**config.mk**
```make
export PLATFORM = sky130hd
export DESIGN_NAME = data_mem_controller
export DESIGN_NICKNAME = d
export VERILOG_FILES = /design/src/rtl/data_mem_controller.sv
export SDC_FILE = /design/constraint.sdc
export NUM_CORES = 1
export LEC_CHECK = 0
export ABC_AREA = 1
export ABC_CLOCK_PERIOD_IN_PS = 2900
export CAP_MARGIN = 0
export CORE_MARGIN = 4
export CORE_UTILIZATION = 42
export CTS_CLUSTER_DIAMETER = 50
export DETAILED_ROUTE_END_ITERATION = 12
export PLACE_DENSITY = 0.84
export SETUP_SLACK_MARGIN = 0.4
export SLEW_MARGIN = 20
export SYNTH_ARGS = -nofsm -noshare
export SYNTH_HDL_FRONTEND = slang
export SYNTH_SLANG_ARGS = --single-unit
```
**constraint.sdc**
```tcl
create_clock -name clk -period 2.9 [get_ports clk]
set_clock_uncertainty 0.05 [all_clocks]
set_input_delay 0.58 -clock clk [delete_from_list [all_inputs] [get_ports clk]]
set_output_delay 0.58 -clock clk [all_outputs]
set_load 0.02 [all_outputs]
```
**src/rtl/data_mem_controller.sv**
```systemverilog
// Initiator for the 16-bit data memory: takes one load/store at a time from the CPU,
// drives registered memory strobes, waits out the read latency and returns a response.
module data_mem_controller #(
  parameter int unsigned DATA_WIDTH   = 16,
  parameter int unsigned ADDR_WIDTH   = 16,
  parameter int unsigned MEM_DEPTH    = 1024,
  parameter int unsigned READ_LATENCY = 1
) (
  input  logic                  clk,
  input  logic                  reset,
  input  logic                  req_valid,
  output logic                  req_ready,
  input  logic                  req_write,
  input  logic [ADDR_WIDTH-1:0] req_addr,
  input  logic [DATA_WIDTH-1:0] req_wdata,
  output logic                  resp_valid,
  input  logic                  resp_ready,
  output logic [DATA_WIDTH-1:0] resp_rdata,
  output logic                  resp_err,
  output logic                  stall,
  output logic [ADDR_WIDTH-1:0] addr,
  output logic [DATA_WIDTH-1:0] writeData,
  output logic                  memRead,
  output logic                  memWrite,
  input  logic [DATA_WIDTH-1:0] readData
);

  localparam int unsigned LAT_W = 4;
  localparam logic [LAT_W-1:0] LAT_LOAD = LAT_W'(READ_LATENCY - 1);
  localparam logic [ADDR_WIDTH:0] DEPTH_LIMIT = (ADDR_WIDTH + 1)'(MEM_DEPTH);

  typedef enum logic [1:0] {
    S_IDLE,
    S_ACCESS,
    S_WAIT,
    S_RESP
  } state_e;

  state_e                state_q, state_d;
  logic [LAT_W-1:0]      lat_q, lat_d;
  logic [ADDR_WIDTH-1:0] addr_q, addr_d;
  logic [DATA_WIDTH-1:0] wdata_q, wdata_d;
  logic [DATA_WIDTH-1:0] rdata_q, rdata_d;
  logic                  mem_rd_q, mem_rd_d;
  logic                  mem_wr_q, mem_wr_d;
  logic                  rvalid_q, rvalid_d;
  logic                  rerr_q, rerr_d;
  logic                  rdy_q, rdy_d;
  logic                  stall_q, stall_d;
  logic                  addr_oor;

  assign addr_oor = ({1'b0, req_addr} >= DEPTH_LIMIT);

  // Next-state and registered-output logic
  always_comb begin
    state_d  = state_q;
    lat_d    = lat_q;
    addr_d   = addr_q;
    wdata_d  = wdata_q;
    rdata_d  = rdata_q;
    mem_rd_d = 1'b0;
    mem_wr_d = 1'b0;
    rvalid_d = rvalid_q;
    rerr_d   = rerr_q;

    case (state_q)
      S_IDLE: begin
        if (req_valid && rdy_q) begin
          if (addr_oor) begin
            state_d  = S_RESP;
            rvalid_d = 1'b1;
            rerr_d   = 1'b1;
            rdata_d  = '0;
          end else begin
            state_d = S_ACCESS;
            addr_d  = req_addr;
            if (req_write) begin
              mem_wr_d = 1'b1;
              wdata_d  = req_wdata;
            end else begin
              mem_rd_d = 1'b1;
            end
          end
        end
      end
      S_ACCESS: begin
        // The strobe register itself records which operation is in flight
        if (mem_wr_q) begin
          state_d  = S_RESP;
          rvalid_d = 1'b1;
          rerr_d   = 1'b0;
          rdata_d  = '0;
        end else begin
          state_d = S_WAIT;
          lat_d   = LAT_LOAD;
        end
      end
      S_WAIT: begin
        if (lat_q == '0) begin
          state_d  = S_RESP;
          rdata_d  = readData;
          rvalid_d = 1'b1;
          rerr_d   = 1'b0;
        end else begin
          lat_d = lat_q - LAT_W'(1);
        end
      end
      S_RESP: begin
        if (resp_ready) begin
          state_d  = S_IDLE;
          rvalid_d = 1'b0;
          rerr_d   = 1'b0;
        end
      end
      default: state_d = S_IDLE;
    endcase

    rdy_d   = (state_d == S_IDLE);
    stall_d = ~rdy_d;
  end

  always_ff @(posedge clk) begin
    if (reset) begin
      state_q  <= S_IDLE;
      lat_q    <= '0;
      addr_q   <= '0;
      wdata_q  <= '0;
      rdata_q  <= '0;
      mem_rd_q <= 1'b0;
      mem_wr_q <= 1'b0;
      rvalid_q <= 1'b0;
      rerr_q   <= 1'b0;
      rdy_q    <= 1'b1;
      stall_q  <= 1'b0;
    end else begin
      state_q  <= state_d;
      lat_q    <= lat_d;
      addr_q   <= addr_d;
      wdata_q  <= wdata_d;
      rdata_q  <= rdata_d;
      mem_rd_q <= mem_rd_d;
      mem_wr_q <= mem_wr_d;
      rvalid_q <= rvalid_d;
      rerr_q   <= rerr_d;
      rdy_q    <= rdy_d;
      stall_q  <= stall_d;
    end
  end

  assign req_ready  = rdy_q;
  assign stall      = stall_q;
  assign resp_valid = rvalid_q;
  assign resp_rdata = rdata_q;
  assign resp_err   = rerr_q;
  assign addr       = addr_q;
  assign writeData  = wdata_q;
  assign memRead    = mem_rd_q;
  assign memWrite   = mem_wr_q;

endmodule

```
==> run metrics <==
status finished, final reports clean; slowest stage cell, crit path clkdlybuf4s50_1; Seq cells post-synth 60; PnR worst setup slack 900 ps; Routed Antenna Nets 0; Pwr Density 783 nW/um^2; xor/xnor share of the synthesized area 0%; DRT iter0 DRCs roughly 110; CP Max Fanout 18; WL final ~6.2 mm; Worst-Margin Slew between 400 and 500 ps; cell internal pwr between 0.0015 and 0.002 W; DR pass1 iterations 5; drt drc 0; vias roughly 2300; critical path type input port to flop; CP cell instances clkdlybuf4s50_1 -> nor2_1 -> nand3_1 -> nor2_4 -> nand2_4 -> inv_2 -> nor2_1 -> nor2_1; endpoints failing setup 0; Starting Density 44.6%; most common cell after layout, fill and taps aside clkdlybuf4s50_1; H-tree levels 3; Slew Limit Fails 0; Placed Area ~3400 um^2; vias in the first global route roughly 2300; die area a little under 7000 um^2; post-CTS sizing 0; startpoint types input port; Post-Synth Adder-Cell Area less than 1%; post-CTS setup buffers 0; synthesized area roughly 2300 um^2; net switching power 0.00107 W; CTS Buffer Depth 2; via/cell ratio ~4.7; minimum clock period roughly 2000 ps; chip height ~83 um; TritonCTS buffer count 9; clock group share of total power between 20% and 30%; die boundary width 82.5 um; required time worst endpoint roughly 3100 ps; Synth Area in Simple Gates about a third; Clk Latency, worst-skew pair between 300 and 400 ps; total congestion overflow 0; largest family of logic cells by synthesized area simple AND/OR/NAND/NOR gates; Ports around 110; sequential-to-total area share from yosys stat 51.5%; synth-to-layout area growth 53.5%; final hold slack between 300 and 400 ps; Unique masters post-synth 22; clk sinks 60; syn_area_per_cell about 7.4 um^2; Layout Nets roughly 470; # hold bufs at CTS 0; Hold Crit Class flop to flop; clock-pin slew on the worst setup and hold paths 60 ps; wire length per cell between 10 and 15 um; Post-Syn Instances roughly 320; sw frac approximately two fifths; Arr. time, crit path 2210 ps; cell mode on critical path nor2_1; final hold vios 0; Syn Nets approximately 370; initial antenna violation count 0; GPL Wtd Cong roughly 0.78; Setup WS pre-CTS 523 ps; final period utilization about 69%; clock root cell clkbuf_8; PortBufs between 100 and 150; largest net degree at the start of global routing 22; ant diodes 0; Reg power frac 36.8%; post-synthesis compound-gate area fraction roughly 7.6%; multiplexer share of the synthesized area 0%; delay-heaviest family, CP simple AND/OR/NAND/NOR gates; layout cells sized above 1 around 6.6%; CORE AREA approximately 5200 um^2; Crit. End Element flop; Synth Warn # 0; first-pass GRT wire length 9.98 mm; CTS tree done; setup TNS 0 ps; most frequent cells in the layout clkdlybuf4s50_1 (106), nor2_1 (101), dfxtp_1 (60); FMAX around 500 MHz; maximum VDD drop roughly 0.39 mV; row count 26; CP max stage delay 400 ps; Leakage ~1.5 nW; post-DP HPWL around 4.6 mm; CP Buf/Inv Count 2; Max Cap Viol 0; Max-slew headroom between 70% and 80%; unrepaired setup endpoints after global routing no; Logic pwr share between 40% and 50%; GRT Overall Usage 19.3%; Post-Layout Inst Area 3580 um^2
==> kinds of logic (layout without fill, tap and decap cells) <==
kind of cell | after synthesis | count (layout)
simple gates | 186 | 186
flops | 60 | 60
compound gates | 35 | 35
buf+inv | 33 | 141
fa+ha+maj | 1 | 1
==> area by class of cell <==
cell class	instances	area, um^2
sequential	60	1200
timing repair buffer	108	1080
tap	70	87.6
clock inverter	3	15.0
inverter	19	71.3
clock buffer	11	141
multi-input combinational	222	988
fill	456	1660
==> worst register-to-register path: cells and delay by family, from the launching register on <==
family	cells	cell delay (ps)
flops	1	360
buf+inv	1	270
simple gates	6	1010
==> metal layers <==
layer  vias to the layer above  wire length (um)  track usage [%]
li1                       1191                 -                -
met1                      1021              2540             22.0
met2                        87              2970             31.7
met3                        22               453             5.64
met4                         0               229             11.6
met5                         -                 0                0
==> power groups by stage <==
stage | logic [W] | clock network (W) | registers [W]
floorplan | 0.000687 | 0 | 0.00115
global placement | 0.00113 | 0 | 0.00104
detailed placement | 0.00115 | 0 | 0.00105
CTS | 0.00116 | 0.000628 | 0.00103
global route | 0.00130 | 0.000671 | 0.00104
finish | 0.00115 | 0.000619 | 0.00103
==> sequential cells by signal, indices dropped and copies added (netlist names) <==
signal,flops
resp_rdata,16
writeData,16
stall,1
resp_err,1
addr,16
lat_q,4
memWrite,1
req_ready,1
resp_valid,1
memRead,1
state_q,2
==> synthesized netlist by cell type (all sizes together) <==
cell type  count  share of area [%]
o21ai         29                6.2
nand3b         1               0.32
and3           1               0.27
buf            6                1.8
dfxtp         60                 51
nand2         56                 10
nor3b          1               0.32
clkbuf         8                1.3
nor3           3               0.64
a21oi          5                1.1
a31oi          1               0.27
ha             1               0.54
inv           19                3.1
nor2         105                 18
nand3         19                4.1
==> path summary, 6_finish.rpt <==
path                   end    startpoint  slack [ps]  depth (start not counted)
min reg2reg       addr[10]      addr[10]         400                          2
max          writeData[14]  req_addr[10]         900                          8
max reg2reg  writeData[14]    state_q[0]        1150                          7
min               addr[10]      addr[10]         400                          2
==> metrics by stage <==
step	utilization [%]	power, W	cells
2_1_floorplan	-	0.00184	315
3_3_place_gp	65.4	0.00217	479
3_5_place_dp	65.4	0.00220	479
4_1_cts	68.4	0.00282	493
5_1_grt	68.4	0.00302	493
6_report	68.4	0.00280	493
No activity file was read; power rests on OpenSTA's default activity.
